--- src/rtl/serial_subtractor.sv ---
// Bit-serial LSB-first ripple-borrow subtractor with a start/busy/done handshake.
// Optional macro SUB_OVERFLOW_FLAG_EN adds a signed-overflow output ovf.
module serial_subtractor #(
  parameter int WIDTH = 4
) (
  input  logic             clk,
  input  logic             rst,
  input  logic             start,
  input  logic [WIDTH-1:0] minuend,
  input  logic [WIDTH-1:0] subtrahend,
  output logic [WIDTH-1:0] diff,
  output logic             borrow_out,
  output logic             busy,
  output logic             done
`ifdef SUB_OVERFLOW_FLAG_EN
  ,
  output logic             ovf
`endif
);

  localparam int CW = (WIDTH > 2) ? $clog2(WIDTH) : 1;
  localparam logic [CW-1:0] LAST = CW'(WIDTH - 1);

  // Handshake: start is only sampled in IDLE; busy covers RUN and DONE;
  // done is a single-cycle pulse, and diff/borrow_out are valid from then on.
  typedef enum logic [1:0] {IDLE, RUN, DONE} state_t;

  state_t           state_q, state_d;
  logic [WIDTH-1:0] a_q, a_d, b_q, b_d, res_q, res_d, diff_q, diff_d;
  logic [CW-1:0]    cnt_q, cnt_d;
  logic             br_q, br_d, bout_q, bout_d;
  logic             bit_d, br_nx;
`ifdef SUB_OVERFLOW_FLAG_EN
  logic             amsb_q, amsb_d, bmsb_q, bmsb_d, ovf_q, ovf_d;
`endif

  always_comb begin
    state_d = state_q;
    a_d     = a_q;
    b_d     = b_q;
    res_d   = res_q;
    diff_d  = diff_q;
    cnt_d   = cnt_q;
    br_d    = br_q;
    bout_d  = bout_q;
`ifdef SUB_OVERFLOW_FLAG_EN
    amsb_d  = amsb_q;
    bmsb_d  = bmsb_q;
    ovf_d   = ovf_q;
`endif
    bit_d   = a_q[0] ^ b_q[0] ^ br_q;
    br_nx   = (~a_q[0] & b_q[0]) | (~(a_q[0] ^ b_q[0]) & br_q);
    case (state_q)
      IDLE: begin
        if (start) begin
          a_d     = minuend;
          b_d     = subtrahend;
          br_d    = 1'b0;
          cnt_d   = '0;
          state_d = RUN;
`ifdef SUB_OVERFLOW_FLAG_EN
          amsb_d  = minuend[WIDTH-1];
          bmsb_d  = subtrahend[WIDTH-1];
`endif
        end
      end
      RUN: begin
        a_d   = a_q >> 1;
        b_d   = b_q >> 1;
        res_d = {bit_d, res_q[WIDTH-1:1]};
        br_d  = br_nx;
        cnt_d = cnt_q + CW'(1);
        if (cnt_q == LAST) begin
          // Final bit: publish the completed result alongside the final borrow.
          state_d = DONE;
          diff_d  = res_d;
          bout_d  = br_nx;
`ifdef SUB_OVERFLOW_FLAG_EN
          ovf_d   = (amsb_q ^ bmsb_q) & (bit_d ^ amsb_q);
`endif
        end
      end
      DONE:    state_d = IDLE;
      default: state_d = IDLE;
    endcase
  end

  always_ff @(posedge clk or posedge rst) begin
    if (rst) begin
      state_q <= IDLE;
      a_q     <= '0;
      b_q     <= '0;
      res_q   <= '0;
      diff_q  <= '0;
      cnt_q   <= '0;
      br_q    <= 1'b0;
      bout_q  <= 1'b0;
`ifdef SUB_OVERFLOW_FLAG_EN
      amsb_q  <= 1'b0;
      bmsb_q  <= 1'b0;
      ovf_q   <= 1'b0;
`endif
    end else begin
      state_q <= state_d;
      a_q     <= a_d;
      b_q     <= b_d;
      res_q   <= res_d;
      diff_q  <= diff_d;
      cnt_q   <= cnt_d;
      br_q    <= br_d;
      bout_q  <= bout_d;
`ifdef SUB_OVERFLOW_FLAG_EN
      amsb_q  <= amsb_d;
      bmsb_q  <= bmsb_d;
      ovf_q   <= ovf_d;
`endif
    end
  end

  assign diff       = diff_q;
  assign borrow_out = bout_q;
  assign busy       = (state_q != IDLE);
  assign done       = (state_q == DONE);
`ifdef SUB_OVERFLOW_FLAG_EN
  assign ovf        = ovf_q;
`endif

endmodule
--- config.mk ---
export PLATFORM = sky130hd
export DESIGN_NAME = serial_subtractor
export DESIGN_NICKNAME = d
export VERILOG_FILES = /design/src/rtl/serial_subtractor.sv
export SDC_FILE = /design/constraint.sdc
export NUM_CORES = 1
export LEC_CHECK = 0
export CAP_MARGIN = 20
export CORE_UTILIZATION = 45
export CTS_CLUSTER_SIZE = 16
export DETAILED_ROUTE_END_ITERATION = 10
export GPL_ROUTABILITY_DRIVEN = 1
export PLACE_DENSITY = 0.7
export SYNTH_ARGS = -nofsm -noshare
export SYNTH_HDL_FRONTEND = slang
export SYNTH_SLANG_ARGS = --single-unit
--- constraint.sdc ---
create_clock -name clk -period 3.07 [get_ports clk]
set_clock_uncertainty 0.15 [all_clocks]
set_input_delay 0.307 -clock clk [delete_from_list [all_inputs] [get_ports clk]]
set_output_delay 0.307 -clock clk [all_outputs]
set_load 0.01 [all_outputs]
== Yosys cells after proc, flatten, opt, wreduce, memory -nomap -nowiden ==
Cells that the tools add are included.
Operators by class
  equality and inequality tests: 5
  bitwise operators: 7
  add/subtract/negate cells: 1
  reductions and logical operators: 6
  muxes and demuxes: 11
Operators by type and width (count)
  $pmux W4 S2: 2
  $mux W4: 2
  $pmux W2 S2: 2
  $mux W2: 3
  $reduce_and A2 Y1: 3
  $eq A2 B2 Y1 const B: 2
  $ne A2 B2 Y1 const B: 2
  $reduce_bool A2 Y1: 2
  $add A2 B1 Y2 const B: 1
  $and A1 B1 Y1: 2
  $eq A2 B1 Y1 const B: 1
  $logic_not A2 Y1: 1
  $not A1 Y1: 2
  $pmux W1 S2: 1
  $xor A1 B1 Y1: 2
  $mux W1: 1
  $or A1 B1 Y1: 1
Word-level totals
  input port bits: 11
  flip-flop bits (word level): 22
  output and inout bits: 7
  word-level logic and storage cells: 38

== Longest topological paths before layout ==
  depth in word-level cells: 5
  depth in mapped cells: 5
  mapped depth without buffers: 4

== Least setup slack after synthesis ==
Ideal clock, no wire load.
  kind: reg2reg
  from: register a_q[0]
  to: register diff_q[3], in the netlist diff[3]
  period minus slack after synthesis: 1409 ps
  library setup time: 125 ps
  setup slack: 1661 ps
  cell stages (with the launch flop): 3
  arrival: 1134 ps
  required time: 2795 ps
  buffers on the path: 0
  path through: dfrtp_1 fa_1 mux2_4
On the way
  word-level cells in the longest chain between the ends: 2
RTL lines
  start, declared: line 29  | logic [WIDTH-1:0] a_q, a_d, b_q, b_d, res_q, res_d, diff_q, diff_d;
  start signal, assigned: line 91  | a_q <= '0;
  start signal, assigned: line 105  | a_q <= a_d;
  $xor A1 B1 Y1 (2 in a row): line 51  | bit_d = a_q[0] ^ b_q[0] ^ br_q;
  net bit_d: line 32  | logic bit_d, br_nx;
  end signal, assigned: line 108  | diff_q <= diff_d;
  end, declared: line 29
The timed path passes the listed nets, and every way through them passes these cells.
A chain may end at the register's enable or synchronous reset.

== Final worst setup path ==
  from: register state_q[0]
  to: output port busy
On the way
  word-level cells in the longest chain between the ends: 1
RTL lines
  start, declared: line 28  | state_t state_q, state_d;
  start signal, assigned: line 104  | state_q <= state_d;
  $reduce_bool A2 Y1: line 122  | assign busy = (state_q != IDLE);
  end, declared: line 13  | output logic busy,
Every way passes these cells.

==> results by group <==
Run status
  – Status: completed

Setup path
  – Critical path class: flip-flop to primary output
  – Reg2Reg Depth: 3
  – Critical Path Start Type: flip-flop
  – Crit end category: primary output
  – Crit-path max FO: 8
  – Crit path DAT: 1.72 ns
  – Req. time, crit path: 2.61 ns

Clock tree
  – Clock Sinks: 21
  – CTS tree: done
  – Clock latency on the worst-skew pair: 0.30 ns
  – # H-tree levels: 1
  – CTS Hold Bufs: 0
  – TritonCTS buffer count: 3
  – Max Root-Sink Buffers: 2
  – Post-CTS Setup Repair Bufs: 0
  – Post-cts gate resize count: 0
  – Reg clk slew, reported paths: 0.11 ns
  – CTS root buffer: clkbuf_4

Global routing
  – Initial antenna violation count: 0
  – Aggregate global routing overflow: 0
  – Largest net degree at the start of global routing: 22
  – Total GRT Usage: 0.162
  – Number of global-route vias before repair: 654
  – Global-route wire length before repair: 2900 um

STA
  – Fin. Hold Viols: 0
  – Setup WS post-layout: 0.894 ns
  – Period utilization: 0.709
  – Setup TNS: 0 ns
  – RSZ-0062 raised after global routing: no
  – Max Clock Freq: 460 MHz
  – Slew Viols, Final: 0
  – Final min period: 2.18 ns
  – Worst slew margin: 0.488
  – Final-report setup violation count: 0
  – Worst-margin pin slew: 0.767 ns

Detailed routing
  – Number of vias per cell: 5.32
  – Total Wirelength: 1650 um
  – DR WL/cell: 13.0 um
  – Via count: 676
  – Initial DRC Count: 12
  – Drt first pass iters: 4
  – Post-route DRC: 0
  – Detail Route Antenna Nets: 0

Die
  – Full die area: 2330 um2
  – Core area: 1980 um2
  – Rows: 16
  – Die W: 48.3 um
  – Initial core utilization: 0.487
  – I/O Pins: 18
  – Die height: 48.3 um

Yosys
  – Ys flop type: dfrtp_1
  – Synthesized Nets: 96
  – Seq/Total Area, Yosys: 0.545
  – Most frequent cells after synthesis: dfrtp_1, o22ai_1, o21ai_0
  – Mapped Area: 965 um2
  – Post-synth EDFFs: 0
  – Most common cell in the netlist: dfrtp_1
  – Ys Warns: 0
  – Dominant cells by area after synthesis: dfrtp_1, mux2_4, o22ai_1
  – Seq cells post-synth: 21
  – Area leader, netlist: dfrtp_1
  – Syn avg cell area: 11.6 um2
  – Post-Synthesis Cells: 83
  – FFs w/ async S/R, synth: 1.00
  – Synth cell types: 19
  – Area share of the largest cell type after synthesis: 0.545

Pwr
  – Peak VDD IR: 0.580 mV
  – Power per cell area: 989 nW/um2
  – P_leak: 0.000527 uW

Finish
  – Area growth syn-to-layout: 20.2%
  – Fraction of layout cells with a size suffix above 1: 0.130
  – Final nets: 114
  – # diodes: 0

Hold path
  – Worst hold path type: primary input to asynchronous set/reset pin

Placement
  – DP HPWL: 1160 um
  – Port buffer count: 17
  – Placer Congestion: 0.792
  – Place WS: 1.26 ns

Run
  – Max_cap viols: 0
==> flip-flops by register name, indices dropped and copies added, names as in the netlist <==
| register | cells |
|---|---|
| a_q | 4 |
| b_q | 4 |
| diff | 4 |
| res_q | 3 |
| cnt_q | 2 |
| state_q | 2 |
| borrow_out | 1 |
| br_q | 1 |
==> stage by stage <==
stage / hold WS, ns / power (uW) / utilization / area (um2) / std cells
2_1_floorplan: 0.134 / 879 / - / 965 / 83
3_3_place_gp: 0.313 / 1000 / 0.572 / 1130 / 123
3_5_place_dp: 0.331 / 1020 / 0.572 / 1130 / 123
4_1_cts: 0.301 / 1160 / 0.585 / 1160 / 127
5_1_grt: 0.360 / 1240 / 0.585 / 1160 / 127
6_report: 0.285 / 1150 / 0.585 / 1160 / 127
==> report_power, final <==
part	internal [uW]	switching (uW)	total, uW
clock network	50.6	78.1	129
logic	281	222	502
registers	408	108	516
total	740	408	1150
==> layout by cell type, fill, tap and decap left out, drive strengths merged <==
cell type	Yosys	final
a21oi	7	7
and2b	1	1
clkbuf	0	4
clkdlybuf4s50	0	17
dfrtp	21	21
fa	1	1
ha	1	1
inv	7	7
mux2	7	7
nand2	4	4
nand2b	2	2
nand3b	1	1
nor2	3	3
nor2b	1	1
o21ai	11	11
o22ai	12	12
==> critical path: stages, from the launching register on <==
cell	delay (ns)
dfrtp_1	0.56
inv_1	0.22
nand2_1	0.10
clkdlybuf4s50_1	0.53
==> metal layers <==
metal | vias up | routed length [um] | share of wire | global-route usage
li1 | 327 | - | - | -
met3 | 2 | 105 | 0.064 | 0.0503
met5 | - | 0 | 0 | 0
met4 | 0 | 13 | 0.0079 | 0.0686
met1 | 323 | 810 | 0.49 | 0.224
met2 | 24 | 719 | 0.44 | 0.235
==> area by class of cell <==
type                       instances  area [um2]
inverter                           7        26.3
tap                               27        33.8
clock buffer                       4        26.3
timing repair buffer              17         170
fill                             161         822
sequential                        21         526
multi-input combinational         51         378
==> cell families (layout without fill, tap and decap cells) <==
kind of cell / after synthesis / after routing / share of synthesized area
simple gates: 12 / 12 / 0.0856
fa+ha+maj: 2 / 2 / 0.0337
buf+inv: 11 / 28 / 0.0636
compound gates: 30 / 30 / 0.171
flops: 21 / 21 / 0.545
mux: 7 / 7 / 0.101
==> path summary, 6_finish.rpt <==
check,from,endpoint,slack (ns)
setup / recovery,state_q[0],busy,0.89
hold / removal,rst,br_q,0.28
setup reg to reg,b_q[0],diff[3],1.59
hold reg to reg,borrow_out,borrow_out,0.35
max in group asynchronous,rst,res_q[2],2.01
min in group clk,borrow_out,borrow_out,0.35
(Power assumes the default switching activity.)
